===== config.mk =====
export PLATFORM = sky130hd
export DESIGN_NAME = io_gpio
export DESIGN_NICKNAME = d
export VERILOG_FILES = /design/src/rtl/io_gpio_pkg.sv /design/src/rtl/io_debounce.sv /design/src/rtl/io_gpio.sv
export SDC_FILE = /design/constraint.sdc
export NUM_CORES = 1
export LEC_CHECK = 0
export CAP_MARGIN = 20
export CORE_UTILIZATION = 48
export CTS_BUF_LIST = sky130_fd_sc_hd__clkbuf_8
export DETAILED_ROUTE_END_ITERATION = 8
export GPL_TIMING_DRIVEN = 0
export PLACE_DENSITY_LB_ADDON = 0.25
export SLEW_MARGIN = 20
export SYNTH_ARGS = -nofsm -noshare
export SYNTH_HDL_FRONTEND = slang
export SYNTH_SLANG_ARGS = --single-unit

===== constraint.sdc =====
create_clock -name clk -period 2.1 [get_ports clk]
set_input_delay 0.42 -clock clk [delete_from_list [all_inputs] [get_ports clk]]
set_output_delay 0.42 -clock clk [all_outputs]
set_load 0.005 [all_outputs]

===== src/rtl/io_gpio_pkg.sv =====
// io_gpio shared definitions: register addresses, access-size encodings and write masks.
package io_gpio_pkg;

   localparam logic [31:0] IO_ADDR_SW       = 32'd1;
   localparam logic [31:0] IO_ADDR_BTN      = 32'd2;
   localparam logic [31:0] IO_ADDR_LED      = 32'd4;
   localparam logic [31:0] IO_ADDR_LED_SET  = 32'd5;
   localparam logic [31:0] IO_ADDR_LED_CLR  = 32'd6;
   localparam logic [31:0] IO_ADDR_BTN_EDGE = 32'd8;
   localparam logic [31:0] IO_ADDR_IRQ_EN   = 32'd9;

   localparam logic [2:0] IO_SIZE_BYTE = 3'd0;
   localparam logic [2:0] IO_SIZE_HALF = 3'd1;
   localparam logic [2:0] IO_SIZE_WORD = 3'd2;

   // Write-data mask for a bus access size; unknown encodings behave as word.
   function automatic logic [31:0] io_size_mask(input logic [2:0] size);
      case (size)
         IO_SIZE_BYTE: return 32'h0000_00FF;
         IO_SIZE_HALF: return 32'h0000_FFFF;
         IO_SIZE_WORD: return 32'hFFFF_FFFF;
         default:      return 32'hFFFF_FFFF;
      endcase
   endfunction

endpackage


===== src/rtl/io_debounce.sv =====
// Single-bit input conditioner: 2-flop synchroniser followed by a stable-count debouncer.
// The debouncer is present only when IO_GPIO_DEBOUNCE_EN is defined; otherwise the
// synchroniser output is passed straight through.
module io_debounce #(
   parameter int unsigned DEBOUNCE_CYCLES = 1000000
) (
   input  logic clk,
   input  logic rst_n,
   input  logic din,
   output logic dout
);

   logic sync1_q, sync1_d;
   logic sync2_q, sync2_d;

   if (DEBOUNCE_CYCLES < 2) begin : g_bad_cfg
      $error("io_debounce: DEBOUNCE_CYCLES must be at least 2");
   end

   // Synchroniser next state.
   always_comb begin
      sync1_d = din;
      sync2_d = sync1_q;
   end

   // Synchroniser flops.
   always_ff @(posedge clk or negedge rst_n) begin
      if (!rst_n) begin
         sync1_q <= 1'b0;
         sync2_q <= 1'b0;
      end else begin
         sync1_q <= sync1_d;
         sync2_q <= sync2_d;
      end
   end

`ifdef IO_GPIO_DEBOUNCE_EN
   localparam int unsigned CNT_W = $clog2(DEBOUNCE_CYCLES + 1);

   logic [CNT_W-1:0] cnt_q, cnt_d;
   logic             stable_q, stable_d;

   // Count consecutive disagreeing samples; adopt the new level on the terminal count.
   always_comb begin
      cnt_d    = cnt_q;
      stable_d = stable_q;
      if (sync2_q == stable_q) begin
         cnt_d = '0;
      end else if (cnt_q == CNT_W'(DEBOUNCE_CYCLES - 1)) begin
         stable_d = sync2_q;
         cnt_d    = '0;
      end else begin
         cnt_d = cnt_q + CNT_W'(1);
      end
   end

   // Debounce state flops.
   always_ff @(posedge clk or negedge rst_n) begin
      if (!rst_n) begin
         cnt_q    <= '0;
         stable_q <= 1'b0;
      end else begin
         cnt_q    <= cnt_d;
         stable_q <= stable_d;
      end
   end

   assign dout = stable_q;
`else
   assign dout = sync2_q;
`endif

endmodule


===== src/rtl/io_gpio.sv =====
// Memory-mapped GPIO controller: conditioned switch/button inputs, LED register with
// set/clear aliases, sticky button rising-edge flags and a level interrupt.
// Build option: IO_GPIO_DEBOUNCE_EN enables the per-bit debounce counters.
module io_gpio
   import io_gpio_pkg::*;
#(
   parameter int unsigned SW_W            = 16,
   parameter int unsigned BTN_W           = 5,
   parameter int unsigned LED_W           = 16,
   parameter int unsigned DEBOUNCE_CYCLES = 1000000
) (
   input  logic             clk,
   input  logic             rst_n,
   input  logic [31:0]      io_address,
   input  logic [31:0]      io_write_value,
   input  logic             io_write_en,
   input  logic             io_read_en,
   input  logic [2:0]       io_data_size,
   output logic [31:0]      io_read_value,
   input  logic [SW_W-1:0]  sw_in,
   input  logic [BTN_W-1:0] btn_in,
   output logic [LED_W-1:0] led_out,
   output logic             irq
);

   logic [SW_W-1:0]  sw_db;
   logic [BTN_W-1:0] btn_db;

   logic [LED_W-1:0] led_q, led_d;
   logic [BTN_W-1:0] btn_prev_q, btn_prev_d;
   logic [BTN_W-1:0] btn_edge_q, btn_edge_d;
   logic [BTN_W-1:0] irq_en_q, irq_en_d;
   logic             irq_q, irq_d;
   logic [31:0]      rdata_q, rdata_d;
   logic [31:0]      wdata_m;

   // Per-bit conditioning of the switch inputs.
   for (genvar i = 0; i < SW_W; i++) begin : g_sw
      io_debounce #(.DEBOUNCE_CYCLES(DEBOUNCE_CYCLES)) u_db (
         .clk   (clk),
         .rst_n (rst_n),
         .din   (sw_in[i]),
         .dout  (sw_db[i])
      );
   end

   // Per-bit conditioning of the button inputs.
   for (genvar i = 0; i < BTN_W; i++) begin : g_btn
      io_debounce #(.DEBOUNCE_CYCLES(DEBOUNCE_CYCLES)) u_db (
         .clk   (clk),
         .rst_n (rst_n),
         .din   (btn_in[i]),
         .dout  (btn_db[i])
      );
   end

   // Register writes, edge capture, interrupt and read mux; reads see pre-write state.
   always_comb begin
      wdata_m    = io_write_value & io_size_mask(io_data_size);
      led_d      = led_q;
      irq_en_d   = irq_en_q;
      btn_edge_d = btn_edge_q;
      btn_prev_d = btn_db;
      rdata_d    = rdata_q;

      if (io_write_en) begin
         case (io_address)
            IO_ADDR_LED:      led_d      = wdata_m[LED_W-1:0];
            IO_ADDR_LED_SET:  led_d      = led_q | wdata_m[LED_W-1:0];
            IO_ADDR_LED_CLR:  led_d      = led_q & ~wdata_m[LED_W-1:0];
            IO_ADDR_BTN_EDGE: btn_edge_d = btn_edge_q & ~wdata_m[BTN_W-1:0];
            IO_ADDR_IRQ_EN:   irq_en_d   = wdata_m[BTN_W-1:0];
            default:          ;
         endcase
      end

      // A new rising edge overrides a same-cycle clear.
      btn_edge_d = btn_edge_d | (btn_db & ~btn_prev_q);

      irq_d = |(btn_edge_q & irq_en_q);

      if (io_read_en) begin
         case (io_address)
            IO_ADDR_SW:       rdata_d = 32'(sw_db);
            IO_ADDR_BTN:      rdata_d = 32'(btn_db) << (16 - BTN_W);
            IO_ADDR_LED:      rdata_d = 32'(led_q);
            IO_ADDR_BTN_EDGE: rdata_d = 32'(btn_edge_q);
            IO_ADDR_IRQ_EN:   rdata_d = 32'(irq_en_q);
            default:          rdata_d = 32'd0;
         endcase
      end
   end

   // Architectural register flops.
   always_ff @(posedge clk or negedge rst_n) begin
      if (!rst_n) begin
         led_q      <= '0;
         irq_en_q   <= '0;
         btn_edge_q <= '0;
         btn_prev_q <= '0;
         irq_q      <= 1'b0;
         rdata_q    <= 32'd0;
      end else begin
         led_q      <= led_d;
         irq_en_q   <= irq_en_d;
         btn_edge_q <= btn_edge_d;
         btn_prev_q <= btn_prev_d;
         irq_q      <= irq_d;
         rdata_q    <= rdata_d;
      end
   end

   assign led_out       = led_q;
   assign irq           = irq_q;
   assign io_read_value = rdata_q;

endmodule


Word level (Yosys, flattened, before mapping)

Index checks and enable logic that the tools add are counted.
W data, S select, Z words.

Multiplexer cells: 5
Reductions and logical operators: 5
Eq/ne operators: 8
Bitwise gates (word level): 10

Operator list:

| operator              | count |
|---|---|
| $eq A32 B3 Y1 const B | 3 |
| $pmux W16 S5          | 1 |
| $eq A32 B4 Y1 const B | 2 |
| $pmux W16 S3          | 1 |
| $and A16 B16 Y16      | 2 |
| $eq A32 B1 Y1 const B | 1 |
| $eq A32 B2 Y1 const B | 1 |
| $pmux W16 S2          | 1 |
| $not A16 Y16          | 1 |
| $or A16 B16 Y16       | 1 |
| $and A5 B5 Y5         | 3 |
| $mux W5               | 2 |
| $not A5 Y5            | 2 |
| $or A5 B5 Y5          | 1 |
| $reduce_or A5 Y1      | 1 |
| $reduce_and A2 Y1     | 2 |
| $eq A3 B1 Y1 const B  | 1 |
| $logic_not A3 Y1      | 1 |
| $reduce_bool A3 Y1    | 1 |

Input bits: 92
Word-level logic and storage cells: 76
Register bits: 106
Output and inout port bits: 49

Depth between registers and ports, before layout

Word-level depth: 8
Depth in mapped cells: 7
Gate-level depth less buffers: 4

Hierarchy

From an unflattened synthesis, not the netlist that was laid out.

Cell total of the unflattened synthesis: 316
Area total of the unflattened synthesis: 3752.3 um^2

Modules (own cells, without submodules):

| module      | cells an instance | area each (um^2) | times used | seq. area each (um^2) |
|---|---|---|---|---|
| io_gpio     | 274               | 2701.3           | 1          | 1201.2 |
| io_debounce | 2                 | 50.0             | 21         | 50.0 |

Worst setup path before layout

No wires, ideal clock.

Kind: input to register
From: in io_address[4]
To: reg irq_en_q[0]
Arrival time: 2280 ps
Setup time: 125 ps
Stages: 5
Path slack: -304 ps
Required time: 1975 ps
Buffers on the path: 1
Cells stage by stage: or4_1 > or4_1 > buf_2 > nor4_4 > mux2_2

Cells in the longest elaborated chain, start to end: 2

RTL lines:

| element                     | RTL line       | RTL |
|---|---|---|
| start: declaration          | io_gpio.sv:14  | `input logic [31:0] io_address,` |
| $eq A32 B4 Y1               | io_gpio.sv:67  | `case (io_address)` |
| $reduce_and A2 Y1 (no line) | --             |  |
| end signal: assignment      | io_gpio.sv:105 | `irq_en_q <= irq_en_d;` |
| end: declaration            | io_gpio.sv:32  | `logic [BTN_W-1:0] irq_en_q, irq_en_d;` |

Every way passes these cells.
A chain may end at the register's enable or synchronous reset.

Worst setup path in the final report

From: in io_address[12]
To: reg irq_en_q[2]

Same word-level chain as after synthesis.

==> flow_summary.yaml <==
synth:
  synthArstFlopShare_pct: 100
  ys_seq_area_share_pct: 60.8
  ys.flop_type: "dfrtp_1"
  synthesis.area_sq_um: 3700
  syn_inst: 321
  syn_avg_cell_area_sq_um: 11.5
  ys_ff_latch: 90
  yosys_warnings: 0
  synth_edf_count: 0
  ys_types: 42
clocking:
  htree_levels: 3
  ctsHoldBuffers: 0
  numCtsBuffers: 9
  clock_path_buffers: 2
  cts_tree: "done"
  clock_sinks: 90
  clkTransAtPathRegs_ps: 90
  clkLatencyLatePin_ps: 360
  ctsRootBufferMaster: "clkbuf_8"
critical_path:
  required_ps: 2350
  critPathKind: "in2reg"
  cp-start-kind: "input pin"
  cp.arrival_ps: 2390
  worst-path-max-fanout: 5
  worstSetupEndpointType: "register"
pwr:
  combPwrFrac_pct: 9.7
  switchingPower_mw: 0.789
  powerDensity_nw_per_um2: 597
  power_frac_seq_pct: 54.2
  swShare_pct: 23.9
  power.internal_mw: 2.51
  peakVddDrop_mv: 0.523
  power_leakage_nw: 2.47
  pwr-share-clk_pct: 36.0
floorplanning:
  die_area_sq_um: 8070
  dieWidth_um: 89.8
  rows: 31
  coreArea_sq_um: 7370
  initial_core_util_pct: 50.3
  dieHeight_um: 89.8
  ioPinCount: 141
timing:
  maxSlewViolCount: 0
  period_needed_ps: 2140
  skew_ps: 8.56
  fin_ws_ps: -36.3
  max_freq_mhz: 468
  slew_headroom_pct: 58.9
  worst_pin_slew_ps: 616
  setup_viol: 7
  rsz0062_at_grt: "true"
  hold_viol: 0
  finalCritPeriodShare_pct: 102
  tns_ps: -162
placement:
  portBuffers: 107
  hpwl_mm: 6.46
  place_congestion: 0.897
  dp_cells: 543
  dp_slack_ps: -1060
run_status:
  failed_checks: "negative setup slack"
  status: "complete, but fails checks"
routing:
  first_iter_violations: 295
  firstDrtPassIters: 4
  routed_wl_mm: 9.75
  wire_per_inst_um: 17.0
  drtAntennaViolNets: 0
  num_vias: 3148
  remaining_drc_errors: 0
  viasPerCell: 5.49
final_layout:
  area_growth_pct: 49.5
  final_common_cell: "dfrtp_1"
  nNetsFinal: 561
  antenna-diode-count: 0
  drive_gt1_share_pct: 22.2
  finalNonFillerCells: 573
  final_cell_mix: "90 x dfrtp_1, 86 x clkdlybuf4s50_1, 34 x inv_1, 29 x buf_4, 22 x nand2_1"
grt:
  grt.overflow.total: 0
  grt_pass1_wl_mm: 15.5
  track_usage_pct: 24.9
  grt_max_degree: 50
  grt_pass1_vias: 3215
  antenna_found_initial: 0
min_path:
  holdCritPathClass: "in2async"
run:
  drv_cap: 0
==> registers in the layout, indices dropped and copies added, names as in the netlist <==
signal              flops
btn_edge_q              5
btn_prev_q              5
g_btn.u_db.dout         5
g_btn.u_db.sync1_q      5
g_sw.u_db.dout         16
g_sw.u_db.sync1_q      16
io_read_value          16
irq                     1
irq_en_q                5
led_out                16
==> final cells by class <==
| class | count | area, sq um |
|---|---|---|
| buffer | 31 | 208 |
| clock buffer | 9 | 124 |
| clock inverter | 7 | 78.8 |
| fill | 478 | 1830 |
| inverter | 33 | 124 |
| multi-input combinational | 179 | 1380 |
| sequential | 90 | 2250 |
| tap | 99 | 124 |
| timing repair buffer | 125 | 1240 |
==> path summary, 6_finish.rpt <==
path / endpoint / slack (ps) / cells after the start / start
max in group asynchronous: g_sw[15].u_db.dout / 1390 / 2 / rst_n
setup reg to reg: io_read_value[1] / 810 / 4 / btn_edge_q[1]
setup / recovery: irq_en_q[2] / -40 / 7 / io_address[12]
hold reg to reg: g_sw[13].u_db.dout / 340 / 0 / g_sw[13].u_db.sync1_q
min in group clk: g_sw[13].u_db.dout / 340 / 0 / g_sw[13].u_db.sync1_q
hold / removal: io_read_value[13] / 70 / 1 / rst_n
==> Yosys cell counts, types with 2 or more instances <==
| cell | instances | area [sq um] |
|---|---|---|
| a221oi_1 | 5 | 43.8 |
| nor2_1 | 7 | 26.3 |
| o211ai_1 | 6 | 45.0 |
| o41ai_1 | 5 | 43.8 |
| inv_1 | 33 | 124 |
| o221ai_1 | 10 | 87.6 |
| nand3_1 | 8 | 40.0 |
| nand2b_1 | 9 | 56.3 |
| o21ai_0 | 5 | 25.0 |
| nor2b_1 | 2 | 12.5 |
| a22o_1 | 5 | 43.8 |
| a22oi_1 | 12 | 90.1 |
| or4_1 | 4 | 30.0 |
| mux2_2 | 5 | 56.3 |
| buf_2 | 3 | 15.0 |
| dfrtp_1 | 90 | 2250 |
| clkbuf_1 | 13 | 48.8 |
| nor4_1 | 5 | 31.3 |
| nand4_1 | 10 | 62.6 |
| buf_4 | 16 | 120 |
| o31ai_1 | 6 | 45.0 |
| nand2_1 | 22 | 82.6 |
| mux2i_1 | 5 | 50.1 |
| o22ai_1 | 16 | 100 |
| or2_2 | 2 | 12.5 |
==> cell families after synthesis <==
group                  count (synthesis)  synth area share (%)
and+or+nand+nor                       79                  12.4
DFF                                   90                  60.8
buffers and inverters                 67                  8.75
muxes                                 10                  2.87
AOI/OAI and AO/OA                     74                  15.1
other                                  1                 0.101
==> layer usage <==
metal	global-route usage, %	part of all wire (%)
met1	31.0	41
met2	40.1	50
met3	5.75	6.5
met4	14.2	2.7
met5	0	0
==> critical path: stages <==
cell and delay, ps:
clkbuf_2 80, or4_4 530, or4_4 580, buf_6 150, nor4_4 150, buf_6 170
mux2_4 300
==> metrics by stage <==
stage	util, %	total power, mW	instance area (sq um)	hold slack [ps]
2_1_floorplan	-	1.92	3770	124
3_3_place_gp	67.4	2.12	4970	332
3_5_place_dp	67.6	2.14	4980	335
4_1_cts	73.6	3.33	5420	75.6
5_1_grt	75.1	3.43	5540	101
6_report	75.1	3.30	5540	74.5
==> power groups by stage <==
stage	registers (mW)	logic, mW	clock network, mW
floorplan	1.82	0.101	0
global placement	1.83	0.299	0
detailed placement	1.83	0.308	0
CTS	1.79	0.315	1.22
global route	1.80	0.349	1.29
finish	1.79	0.322	1.19
==> repair_timing <==
action,in CTS,in global routing
gates cloned,0,2
endpoints found under the setup margin,42,42
gates resized for setup,65,35
hold endpoints to repair,0,0
pin swaps,14,12
buffers inserted,11,4
No activity file was read; power rests on OpenSTA's default activity.
